==> src/rtl/sha256_ctrl.sv <==
// sha256_ctrl: sequencer for the sha256_engine datapath.
// Packs a pre-padded stream of 32-bit words into 512-bit blocks, resets the
// engine at message start, issues one start per block, flags the final block
// and captures the resulting digest for the register bank.
// Optional feature: define SHA256_CTRL_PERF_EN to build the 32-bit cycle
// counter behind perf_cycles_o; without it perf_cycles_o is tied to zero.
module sha256_ctrl #(
    parameter int BLKCNT_W = 16
) (
    input  logic                clk,
    input  logic                rstn,
    input  logic                msg_start_i,
    input  logic                abort_i,
    input  logic [31:0]         wr_data_i,
    input  logic                wr_valid_i,
    input  logic                wr_last_i,
    output logic                wr_ready_o,
    output logic                eng_rstn_o,
    output logic                eng_start_o,
    output logic                eng_fifo_empty_o,
    output logic [511:0]        eng_vec_o,
    input  logic                eng_ready_i,
    input  logic                eng_valid_i,
    input  logic [255:0]        eng_hash_i,
    output logic [255:0]        hash_o,
    output logic                hash_valid_o,
    output logic                busy_o,
    output logic                err_o,
    output logic [BLKCNT_W-1:0] blk_cnt_o,
    output logic [31:0]         perf_cycles_o
);

    typedef enum logic [2:0] {
        S_IDLE,
        S_ERST,
        S_FILL,
        S_START,
        S_ACK,
        S_RUN,
        S_DONE
    } state_t;

    state_t               state, state_n;
    logic                 erst_cnt, erst_cnt_n;
    logic                 to_idle, to_idle_n;
    logic [3:0]           word_idx, word_idx_n;
    logic                 last, last_n;
    logic [511:0]         vec_n;
    logic                 start_n;
    logic [BLKCNT_W-1:0]  blk_cnt_n;
    logic [255:0]         hash_n;
    logic                 hash_valid_n;
    logic                 err_n;
    logic                 accept;

    assign accept = (state == S_FILL) && wr_valid_i && wr_ready_o;

    // Next-state and next-output decisions; abort overrides everything else.
    always_comb begin
        state_n      = state;
        erst_cnt_n   = erst_cnt;
        to_idle_n    = to_idle;
        word_idx_n   = word_idx;
        last_n       = last;
        vec_n        = eng_vec_o;
        start_n      = 1'b0;
        blk_cnt_n    = blk_cnt_o;
        hash_n       = hash_o;
        hash_valid_n = hash_valid_o;
        err_n        = err_o;

        if (abort_i) begin
            hash_valid_n = 1'b0;
            if (state != S_IDLE) begin
                state_n    = S_ERST;
                erst_cnt_n = 1'b0;
                to_idle_n  = 1'b1;
                last_n     = 1'b0;
            end
        end else begin
            case (state)
                S_IDLE: begin
                    if (msg_start_i) begin
                        blk_cnt_n    = '0;
                        hash_valid_n = 1'b0;
                        err_n        = 1'b0;
                        last_n       = 1'b0;
                        to_idle_n    = 1'b0;
                        erst_cnt_n   = 1'b0;
                        state_n      = S_ERST;
                    end
                end
                S_ERST: begin
                    if (erst_cnt) begin
                        state_n    = to_idle ? S_IDLE : S_FILL;
                        erst_cnt_n = 1'b0;
                        word_idx_n = 4'd0;
                    end else begin
                        erst_cnt_n = 1'b1;
                    end
                end
                S_FILL: begin
                    if (accept) begin
                        vec_n = {eng_vec_o[479:0], wr_data_i};
                        if (word_idx == 4'd15) begin
                            last_n  = wr_last_i;
                            state_n = S_START;
                        end else if (wr_last_i) begin
                            err_n      = 1'b1;
                            state_n    = S_ERST;
                            erst_cnt_n = 1'b0;
                            to_idle_n  = 1'b1;
                            word_idx_n = 4'd0;
                        end else begin
                            word_idx_n = word_idx + 4'd1;
                        end
                    end
                end
                S_START: begin
                    if (eng_ready_i) begin
                        start_n = 1'b1;
                        state_n = S_ACK;
                    end
                end
                S_ACK: begin
                    if (!eng_ready_i) begin
                        state_n = S_RUN;
                    end
                end
                S_RUN: begin
                    if (eng_ready_i) begin
                        if (blk_cnt_o != '1) begin
                            blk_cnt_n = blk_cnt_o + BLKCNT_W'(1);
                        end
                        if (last) begin
                            state_n = S_DONE;
                        end else begin
                            state_n    = S_FILL;
                            word_idx_n = 4'd0;
                        end
                    end
                end
                S_DONE: begin
                    if (eng_valid_i) begin
                        hash_n       = eng_hash_i;
                        hash_valid_n = 1'b1;
                        state_n      = S_IDLE;
                    end
                end
                default: begin
                    state_n = S_IDLE;
                end
            endcase
        end
    end

    // State register and internal sequencing bookkeeping.
    always_ff @(posedge clk or negedge rstn) begin
        if (!rstn) begin
            state    <= S_IDLE;
            erst_cnt <= 1'b0;
            to_idle  <= 1'b0;
            word_idx <= 4'd0;
            last     <= 1'b0;
        end else begin
            state    <= state_n;
            erst_cnt <= erst_cnt_n;
            to_idle  <= to_idle_n;
            word_idx <= word_idx_n;
            last     <= last_n;
        end
    end

    // Registered outputs, all derived from the upcoming state so they line up with it.
    always_ff @(posedge clk or negedge rstn) begin
        if (!rstn) begin
            wr_ready_o       <= 1'b0;
            eng_rstn_o       <= 1'b0;
            eng_start_o      <= 1'b0;
            eng_fifo_empty_o <= 1'b0;
            eng_vec_o        <= '0;
            hash_o           <= '0;
            hash_valid_o     <= 1'b0;
            busy_o           <= 1'b0;
            err_o            <= 1'b0;
            blk_cnt_o        <= '0;
        end else begin
            wr_ready_o       <= (state_n == S_FILL);
            eng_rstn_o       <= (state_n != S_ERST);
            eng_start_o      <= start_n;
            eng_fifo_empty_o <= last_n && (state_n inside {S_START, S_ACK, S_RUN});
            eng_vec_o        <= vec_n;
            hash_o           <= hash_n;
            hash_valid_o     <= hash_valid_n;
            busy_o           <= (state_n != S_IDLE);
            err_o            <= err_n;
            blk_cnt_o        <= blk_cnt_n;
        end
    end

`ifdef SHA256_CTRL_PERF_EN
    logic [31:0] perf_cnt;
    logic        perf_clr;
    logic        perf_cap;

    assign perf_clr = (state == S_IDLE) && msg_start_i && !abort_i;
    assign perf_cap = (state == S_DONE) && eng_valid_i && !abort_i;

    // Busy-cycle counter: cleared at message start, saturating, frozen once the digest lands.
    always_ff @(posedge clk or negedge rstn) begin
        if (!rstn) begin
            perf_cnt <= '0;
        end else if (perf_clr) begin
            perf_cnt <= '0;
        end else if ((state != S_IDLE) && !perf_cap && (perf_cnt != 32'hFFFF_FFFF)) begin
            perf_cnt <= perf_cnt + 32'd1;
        end
    end

    assign perf_cycles_o = perf_cnt;
`else
    assign perf_cycles_o = 32'd0;
`endif

endmodule

==> config.mk <==
export PLATFORM = sky130hd
export DESIGN_NAME = sha256_ctrl
export DESIGN_NICKNAME = d
export VERILOG_FILES = /design/src/rtl/sha256_ctrl.sv
export SDC_FILE = /design/constraint.sdc
export NUM_CORES = 1
export LEC_CHECK = 0
export ABC_AREA = 1
export CAP_MARGIN = 20
export CORE_AREA = 2 2 435 437
export DETAILED_ROUTE_END_ITERATION = 10
export DIE_AREA = 0 0 437 439
export SYNTH_ARGS = -nofsm -noshare
export SYNTH_HDL_FRONTEND = slang
export SYNTH_SLANG_ARGS = --single-unit
==> constraint.sdc <==
create_clock -name clk -period 5.2 [get_ports clk]
set_clock_uncertainty 0.15 [all_clocks]
set_input_delay 1.3 -clock clk [delete_from_list [all_inputs] [get_ports clk]]
set_output_delay 1.3 -clock clk [all_outputs]
set_load 0.02 [all_outputs]
==> results.sh, run 1 <==
export IMPL_core_rowCount=159
export IMPL_postCtsSetupBuffers=0
export IMPL_grt_use_met2_pct=23.3
export IMPL_grt_max_degree=107
export IMPL_drv_cap=0
export IMPL_synth_area_leader_cell="dfrtp_1"
export IMPL_synthTopCellsByArea="dfrtp_1 (63%), mux2_4 (14%), nand2_1 (10%), mux2_2 (5.5%), buf_6 (1.2%)"
export IMPL_grt_pass1_vias=23900
export IMPL_crit_path_start_kind="register"
export IMPL_clockRootBuffer="clkbuf_16"
export IMPL_drtIter0Drc=1725
export IMPL_seq_area_sq_um=20000
export IMPL_grt_pass1_wl_um=204000
export IMPL_gp_congestion=0.890
export IMPL_fin_ws_ns=1.38
export IMPL_final_antenna_net_count=0
export IMPL_via_per_inst=3.79
export IMPL_drtPass1Iterations=7
export IMPL_grtUsageMet3_pct=6.03
export IMPL_setup_violations=0
export IMPL_slowest_stage="clkdlybuf4s50_1"
export IMPL_met1_usage_pct=19.0
export IMPL_fillers=19600
export IMPL_final_setup_tns_ns=0
export IMPL_crit_buf_inv=1
export IMPL_pre_cts_ws_ns=1.24
export IMPL_cts_hold_buf=0
export IMPL_wl_per_cell_um=24.0
export IMPL_wl_um=151000
export IMPL_p_per_area_nw_per_um2=311
export IMPL_grtUsageTotal_pct=15.2
export IMPL_rsz0062_at_grt="no"
export IMPL_worstPathArrival_ns=2.37
export IMPL_syn_inst=2595
export IMPL_min_period_ns=3.82
export IMPL_busiest_layer="met2"
export IMPL_drive_gt1_share_pct=17.9
export IMPL_drv_slew=0
export IMPL_clkTransAtPathRegs_ns=0.06
export IMPL_crit_fanout=3
export IMPL_path_delay_family="buffers and inverters"
export IMPL_vias=23900
export IMPL_mostFrequentLayoutCell="clkdlybuf4s50_1"
export IMPL_p_leak_nw=23.9
export IMPL_yosys_cell_types_count=31
export IMPL_hp_class="register to register"
export IMPL_ys_seq_area_share_pct=62.6
export IMPL_syn_to_final_growth_pct=53.5
export IMPL_core_sq_um=187000
export IMPL_netlist_area_sq_um=32000
export IMPL_cts_max_level=3
export IMPL_clock_path_buffers=3
export IMPL_path_cells="clkdlybuf4s50_1"
export IMPL_die_area_sq_um=192000
export IMPL_ir_drop_v=0.000228
export IMPL_numCtsBuffers=96
export IMPL_drc=0
export IMPL_clock_latency_ns=0.74
export IMPL_synth_avg_cell_area_sq_um=12.3
export IMPL_fin_nets=4015
export IMPL_overflow=0
export IMPL_fp_dieW_um=437
export IMPL_hold_viol_final=0
export IMPL_yosys_area_top_type_share_pct=62.6
export IMPL_cts_sinks=801
export IMPL_max_slew_worst_pin_slew_ns=0.987
export IMPL_tritoncts="done"
export IMPL_antenna_found_initial=36
export IMPL_io_pins=1119
export IMPL_fmax_ghz=0.262
export IMPL_cts_resized_gates=0
export IMPL_status="finished, final reports clean"
export IMPL_slew_headroom_pct=34.2
export IMPL_worstPathRequired_ns=3.75
export IMPL_dieHeight_um=439
export IMPL_slowest_delay_ns=0.85
export IMPL_numPortBuffers=1086
export IMPL_setup_worst_path_class="register to output port"
export IMPL_synth_yosys_warnings=0
export IMPL_endpoint_kind="output port"
export IMPL_final_cell_mix="clkdlybuf4s50_1 (1085), nand2_1 (888), dfrtp_1 (801)"
export IMPL_synth_ff_latch_count=801
export IMPL_dpl_hpwl_um=122000
export IMPL_start_util_pct=17.1
export IMPL_finalCritPeriodShare_pct=73.4
export IMPL_multi_input_area_sq_um=10800
## path summary, 6_finish.rpt
path | from | to | slack (ns) | cells past startpoint
worst max register to register | state[1] | blk_cnt_o[2] | 2.23 | 8
worst min-delay path | hash_o[120] | hash_o[120] | 0.32 | 2
worst max-delay path | eng_vec_o[263] | eng_vec_o[263] | 1.38 | 1
worst min register to register | hash_o[120] | hash_o[120] | 0.32 | 2
min in group asynchronous | rstn | eng_vec_o[75] | 0.45 | 1
max in group asynchronous | rstn | eng_vec_o[327] | 3.22 | 2
## kinds of logic (layout without fill, tap and decap cells)
| group | Yosys count | in the layout | share of synthesized area (%) |
|---|---|---|---|
| adders and majority gates | 2 | 2 | 0.0782 |
| AOI/OAI and AO/OA | 99 | 99 | 1.59 |
| DFF | 801 | 801 | 62.6 |
| and+or+nand+nor | 1014 | 1014 | 12.2 |
| buffers and inverters | 224 | 1394 | 4.11 |
| muxes | 446 | 446 | 19.1 |
| xor gates and xnor gates | 8 | 8 | 0.219 |
| other | 1 | 48 | 0.0117 |
## Yosys cell counts
cell      count
nand2_1     889
nand3_1      27
a31o_2        2
nand4_1       8
nor2_4        1
nand3b_1      1
nor3_2        2
clkinv_4      1
mux2_2      156
clkinv_1      1
nor2_1       72
buf_4        37
mux2_4      290
xor2_1        6
nor4_1        1
buf_2        67
nor3_1       10
conb_1        1
dfrtp_1     801
a21oi_1      40
nand3_4       1
or2_2         2
clkbuf_1     21
o21ai_0      55
a22oi_1       1
xnor2_1       2
inv_1        62
o21a_1        1
buf_6        33
inv_2         2
ha_1          2
## cell type report
| class | instances | share of cell area, % |
|---|---|---|
| antenna | 16 | 0.0815 |
| clock buffer | 135 | 5.58 |
| clock inverter | 42 | 1.19 |
| inverter | 66 | 0.530 |
| multi-input combinational | 1601 | 21.9 |
| sequential | 801 | 40.8 |
| tap | 2495 | 6.36 |
| timing repair buffer | 1151 | 23.5 |
## worst min-delay path: stages (launching register included)
cell     delay (ns)
dfrtp_1        0.34
nand2_1        0.05
nand2_1        0.05
## registers in the layout, indices dropped and copies added, names as in the netlist, 3 cells and up
name       flops
blk_cnt_o     16
eng_vec_o    512
hash_o       256
word_idx       4
state          3
## per-layer routing
layer  routed length [um]  vias up
met3                13900      213
met5                  126        -
met2                70000      941
li1                     -    10700
met4                 4360        6
met1                62900    12100
## where the power goes
part | leakage [nW] | switching, mW | internal (mW) | total [mW]
sequential | 10.9 | 0.180 | 6.44 | 6.62
combinational | 11.4 | 0.876 | 0.659 | 1.54
clock | 1.64 | 2.94 | 4.20 | 7.15
## stage by stage
step,util [%],hold WS (ns),cell area [sq um],power [mW],cells
global placement,24.5,0.304,45800,8.26,6114
detailed placement,24.5,0.307,45800,8.27,6114
global route,26.3,0.333,49100,15.9,6304
CTS,26.2,0.322,49100,15.6,6291
floorplan,-,0.324,32100,7.28,2626
finish,26.3,0.316,49100,15.3,6307
Note: power is estimated with default switching activity, not from simulation.
==> run 2, diff against run 1 <==
Settings changed: CORE_AREA 2 2 435 437 to 2 2 439 441, DIE_AREA 0 0 437 439 to 0 0 441 443.
Clock period 5.2 ns to 3.3 ns, I/O delays scaled along.
==> run 2 against run 1 <==
Effect of this change: non-clock buffer count up 21; worst hold slack better by 0.00072 ns; largest cell class unchanged; setup slack worse by 1.2 ns; count of clock-buffer cells in the layout down 6; clock power up 55%; cell count up 0.51%; first-iteration DRC count down 12%.
==> results.sh, run 2 (synthesis gave the netlist of run 1 again) <==
export IMPL_core_sq_um=191000
export IMPL_gp_congestion=0.926
export IMPL_fmax_ghz=0.318
export IMPL_hold_viol_final=0
export IMPL_drc=0
export IMPL_core_rowCount=161
export IMPL_drtIter0Drc=1516
export IMPL_final_antenna_net_count=0
export IMPL_layout_cells_non_filler=6339
export IMPL_clock_path_buffers=3
export IMPL_p_leak_nw=24.0
export IMPL_cts_sinks=801
export IMPL_met1_usage_pct=19.6
export IMPL_crit_path_start_kind="register"
export IMPL_dpl_hpwl_um=123000
export IMPL_numPortBuffers=1086
export IMPL_mostFrequentLayoutCell="clkdlybuf4s50_1"
export IMPL_tritoncts="done"
export IMPL_min_period_ns=3.15
export IMPL_io_pins=1119
export IMPL_fillers=20100
export IMPL_antenna_found_initial=24
export IMPL_via_per_inst=3.73
export IMPL_grt_max_degree=80
export IMPL_busiest_layer="met2"
export IMPL_numCtsBuffers=95
export IMPL_crit_fanout=3
export IMPL_clkTransAtPathRegs_ns=0.05
export IMPL_r2r_cells=6
export IMPL_path_delay_family="buffers and inverters"
export IMPL_finalCritPeriodShare_pct=95.4
export IMPL_p_per_area_nw_per_um2=485
export IMPL_grtUsageMet3_pct=4.65
export IMPL_final_cell_mix="clkdlybuf4s50_1 (1080), nand2_1 (888), dfrtp_1 (799)"
export IMPL_fp_dieW_um=441
export IMPL_setup_violations=0
export IMPL_die_area_sq_um=195000
export IMPL_grt_pass1_wl_um=205000
export IMPL_endpoint_kind="output port"
export IMPL_crit_buf_inv=1
export IMPL_worstPathRequired_ns=2.32
export IMPL_slowest_stage="clkdlybuf4s50_1"
export IMPL_clockRootBuffer="clkbuf_16"
export IMPL_crit_cells=1
export IMPL_setup_worst_path_class="register to output port"
export IMPL_dieHeight_um=443
export IMPL_wl_per_cell_um=23.9
export IMPL_top_register="eng_vec_o"
export IMPL_final_core_util_pct=25.8
export IMPL_overflow=0
export IMPL_grt_pass1_vias=23900
export IMPL_postCtsSetupBuffers=0
export IMPL_start_util_pct=16.7
export IMPL_grtUsageTotal_pct=15.1
export IMPL_slew_headroom_pct=33.6
export IMPL_status="finished, final reports clean"
export IMPL_fin_nets=4035
export IMPL_drtPass1Iterations=5
export IMPL_whs_path_depth=2
export IMPL_cts_max_level=3
export IMPL_r2r_slack_ns=0.68
export IMPL_hp_class="register to register"
export IMPL_clock_latency_ns=0.74
export IMPL_largest_register_ffs=512
export IMPL_rsz0062_at_grt="no"
export IMPL_max_slew_worst_pin_slew_ns=0.996
export IMPL_drv_cap=0
export IMPL_dp_cells=6165
export IMPL_ir_drop_v=0.000393
export IMPL_slowest_delay_ns=0.78
export IMPL_worstPathArrival_ns=2.17
export IMPL_drv_slew=0
export IMPL_drive_gt1_share_pct=18.5
export IMPL_syn_to_final_growth_pct=54.4
export IMPL_grt_use_met2_pct=23.8
export IMPL_final_setup_tns_ns=0
export IMPL_whs_ns=0.317
export IMPL_wl_um=152000
export IMPL_top_regs="eng_vec_o: 512 flops, hash_o: 256 flops, blk_cnt_o: 16 flops"
export IMPL_vias=23700
export IMPL_path_cells="clkdlybuf4s50_1"
run 2: layer usage:
layer | vias up | wire [um]
met1 | 12000 | 65100
met2 | 807 | 70600
met4 | 2 | 4420
met3 | 174 | 11600
met5 | - | 16
li1 | 10700 | -
run 2: power by group:
group / internal (mW) / switching, mW / leakage [nW]
clock: 6.56 / 4.58 / 1.61
combinational: 1.06 / 1.36 / 11.5
sequential: 10.1 / 0.274 / 10.9
run 2: timing repair:
item | in CTS | in global routing
resized for setup | 3 | 0
hold buffers | 1 | 0
hold endpoints to repair | 24 | 0
endpoints found under the setup margin | 3 | 0
run 2: path summary, 6_finish.rpt:
path,to,startpoint
setup / recovery,eng_vec_o[257],eng_vec_o[257]
hold / removal,hash_o[80],hash_o[80]
setup reg to reg,eng_vec_o[249],state[2]
hold reg to reg,hash_o[80],hash_o[80]
max in group asynchronous,eng_vec_o[187],rstn
min in group asynchronous,word_idx[3],rstn
run 2: area by class of cell:
cell class                      count  area (sq um)  area share (%)
Sequential cell                   801         20000            40.6
Tap cell                         2526          3160            6.40
Clock inverter                     40           592            1.20
Multi-Input combinational cell   1601         10800            21.8
Clock buffer                      129          2710            5.47
Inverter                           66           260           0.527
Timing Repair Buffer             1172         11900            24.0
Antenna cell                        4          10.0          0.0203
run 2: metrics by stage:
stage	power, mW	cell area (sq um)	setup WS, ns
4_1_cts	24.4	49400	0.0191
3_3_place_gp	13.0	46100	0.0905
6_report	24.0	49400	0.152
5_1_grt	24.9	49400	0.0845
3_5_place_dp	13.0	46100	0.131
2_1_floorplan	11.5	32100	1.16
run 2: worst min-delay path, delay by kind of cell, from the launching register on:
family	cells	cell delay, ns
flip-flops	1	0.34
AND/OR/NAND/NOR	2	0.09
==> run 3, diff against run 2 <==
Settings changed: GPL_TIMING_DRIVEN set to 0, PLACE_DENSITY_LB_ADDON set to 0.15.
==> run 3 against run 2 <==
Effect of this change: via count decreased by 1.2%; sequential power hardly changed; combinational power grew 4%; final area grew 0.64%; worst hold slack lost 0.00066 ns; sequential cell count stayed put; count of clock-buffer cells in the layout grew 35; maximum frequency is 2.9% higher; sequential share of layout area shrank 0.26 points; highest routed layer unchanged.
==> results.sh, run 3 (synthesis gave the netlist of run 1 again) <==
export IMPL_status="finished, final reports clean"
export IMPL_finalCritPeriodShare_pct=92.7
export IMPL_grt_pass1_wl_um=217000
export IMPL_r2r_start="state[0]"
export IMPL_top_register="eng_vec_o"
export IMPL_final_antenna_net_count=0
export IMPL_worstPathRequired_ns=2.32
export IMPL_whs_endpoint="hash_o[72]"
export IMPL_core_sq_um=191000
export IMPL_numPortBuffers=1086
export IMPL_clock_path_buffers=3
export IMPL_crit_fanout=3
export IMPL_syn_to_final_growth_pct=55.4
export IMPL_final_cell_mix="clkdlybuf4s50_1 (1085), nand2_1 (889), dfrtp_1 (801)"
export IMPL_slew_headroom_pct=36.9
export IMPL_p_total_mw=24.2
export IMPL_largest_register_ffs=512
export IMPL_rsz0062_at_grt="no"
export IMPL_hp_class="register to register"
export IMPL_setup_worst_path_class="register to output port"
export IMPL_cts_max_level=3
export IMPL_path_cells="clkdlybuf4s50_1"
export IMPL_max_slew_worst_pin_slew_ns=0.946
export IMPL_overflow=0
export IMPL_endpoint_kind="output port"
export IMPL_tritoncts="done"
export IMPL_p_leak_nw=24.2
export IMPL_drtPass1Iterations=5
export IMPL_r2r_slack_ns=0.55
export IMPL_worstPathArrival_ns=2.08
export IMPL_dp_cells=6247
export IMPL_crit_buf_inv=1
export IMPL_top_regs="eng_vec_o: 512 flops, hash_o: 256 flops, blk_cnt_o: 16 flops"
export IMPL_gp_congestion=0.909
export IMPL_wl_per_cell_um=25.1
export IMPL_dpl_hpwl_um=131000
export IMPL_mostFrequentLayoutCell="clkdlybuf4s50_1"
export IMPL_min_period_ns=3.06
export IMPL_min_from="hash_o[72]"
export IMPL_fp_dieW_um=441
export IMPL_antenna_found_initial=7
export IMPL_drv_slew=0
export IMPL_io_pins=1119
export IMPL_ir_drop_v=0.000378
export IMPL_slowest_delay_ns=0.72
export IMPL_slowest_stage="clkdlybuf4s50_1"
export IMPL_p_per_area_nw_per_um2=486
export IMPL_core_rowCount=161
export IMPL_setup_violations=0
export IMPL_die_area_sq_um=195000
export IMPL_cts_sinks=801
export IMPL_via_per_inst=3.63
export IMPL_path_delay_family="buffers and inverters"
export IMPL_vias=23400
export IMPL_hold_viol_final=0
export IMPL_clockRootBuffer="clkbuf_16"
export IMPL_grt_max_degree=110
export IMPL_drive_gt1_share_pct=19.2
export IMPL_crit_path_start_kind="register"
export IMPL_whs_path_depth=2
export IMPL_fmax_ghz=0.327
export IMPL_grt_pass1_vias=23800
export IMPL_layout_cells_non_filler=6435
export IMPL_fin_nets=4126
export IMPL_dieHeight_um=443
export IMPL_cts_resized_gates=0
export IMPL_numCtsBuffers=103
export IMPL_wl_um=161000
export IMPL_start_util_pct=16.7
export IMPL_clkTransAtPathRegs_ns=0.06
export IMPL_clock_latency_ns=0.75
export IMPL_timing_rr_end="hash_o[44]"
export IMPL_grtUsageTotal_pct=16.1
export IMPL_drtIter0Drc=1339
export IMPL_drc=0
export IMPL_drv_cap=0
export IMPL_r2r_cells=9
==> run 3: cell count changes in the layout (fill, tap and decap cells not counted), moves of 3 or more <==
cell | previous run | this run
buf_16 | 0 | 8
clkbuf_1 | 14 | 61
bufinv_16 | 10 | 3
clkbuf_16 | 95 | 104
clkdlybuf4s50_1 | 1080 | 1085
buf_12 | 29 | 0
clkinvlp_4 | 4 | 1
clkinv_2 | 14 | 6
buf_2 | 0 | 67
buf_6 | 0 | 34
buf_4 | 60 | 37
==> run 3: timing repair <==
item                       in CTS  in global routing
buffers inserted                0                  0
hold buffers                    1                  0
setup endpoints to repair       0                103
hold endpoints to repair       48                  0
==> run 3: worst max-delay path by stage <==
stage                    from        endpoint  slack [ns]  depth (start not counted)
2_1_floorplan      wr_valid_i  eng_vec_o[100]        1.16                          7
3_3_place_gp             rstn      hash_o[86]      -40.88                          1
3_5_place_dp          abort_i  eng_vec_o[426]       -0.36                          7
4_1_cts        eng_vec_o[360]  eng_vec_o[360]        0.05                          1
5_1_grt                  rstn      hash_o[47]        0.05                          6
6_report       eng_vec_o[360]  eng_vec_o[360]        0.24                          1
==> run 3: area by class of cell <==
class                      instances  area (sq um)
tap                             2526          3160
antenna                            2          5.00
buffer                           158          1060
fill                           20200        141000
sequential                       801         20000
inverter                          66           253
timing repair buffer            1097         11100
clock inverter                    20           294
multi-input combinational       1601         10800
clock buffer                     164          3020
==> run 3: routing by layer <==
metal	vias up	track usage, %	share of wire, %
li1	10900	-	-
met1	11700	18.9	40
met2	594	28.7	52
met3	152	4.50	6.2
met4	4	3.95	2.1
met5	-	0	0.013
==> run 3: metrics by stage <==
stage / cell area (sq um) / setup TNS [ns] / setup WS [ns] / utilization (%) / hold slack, ns
CTS: 49700 / 0 / 0.0494 / 26.0 / 0.321
floorplan: 32100 / 0 / 1.16 / - / 0.324
detailed placement: 46400 / -61.99 / -0.359 / 24.3 / 0.307
finish: 49700 / 0 / 0.241 / 26.0 / 0.316
global placement: 46100 / - / -40.88 / 24.1 / 0.303
global route: 49700 / 0 / 0.0516 / 26.0 / 0.336
==> run 3: power by group <==
part / switching (mW) / internal (mW)
logic: 1.43 / 1.08
registers: 0.253 / 10.2
clock network: 4.77 / 6.49
total: 6.45 / 17.7
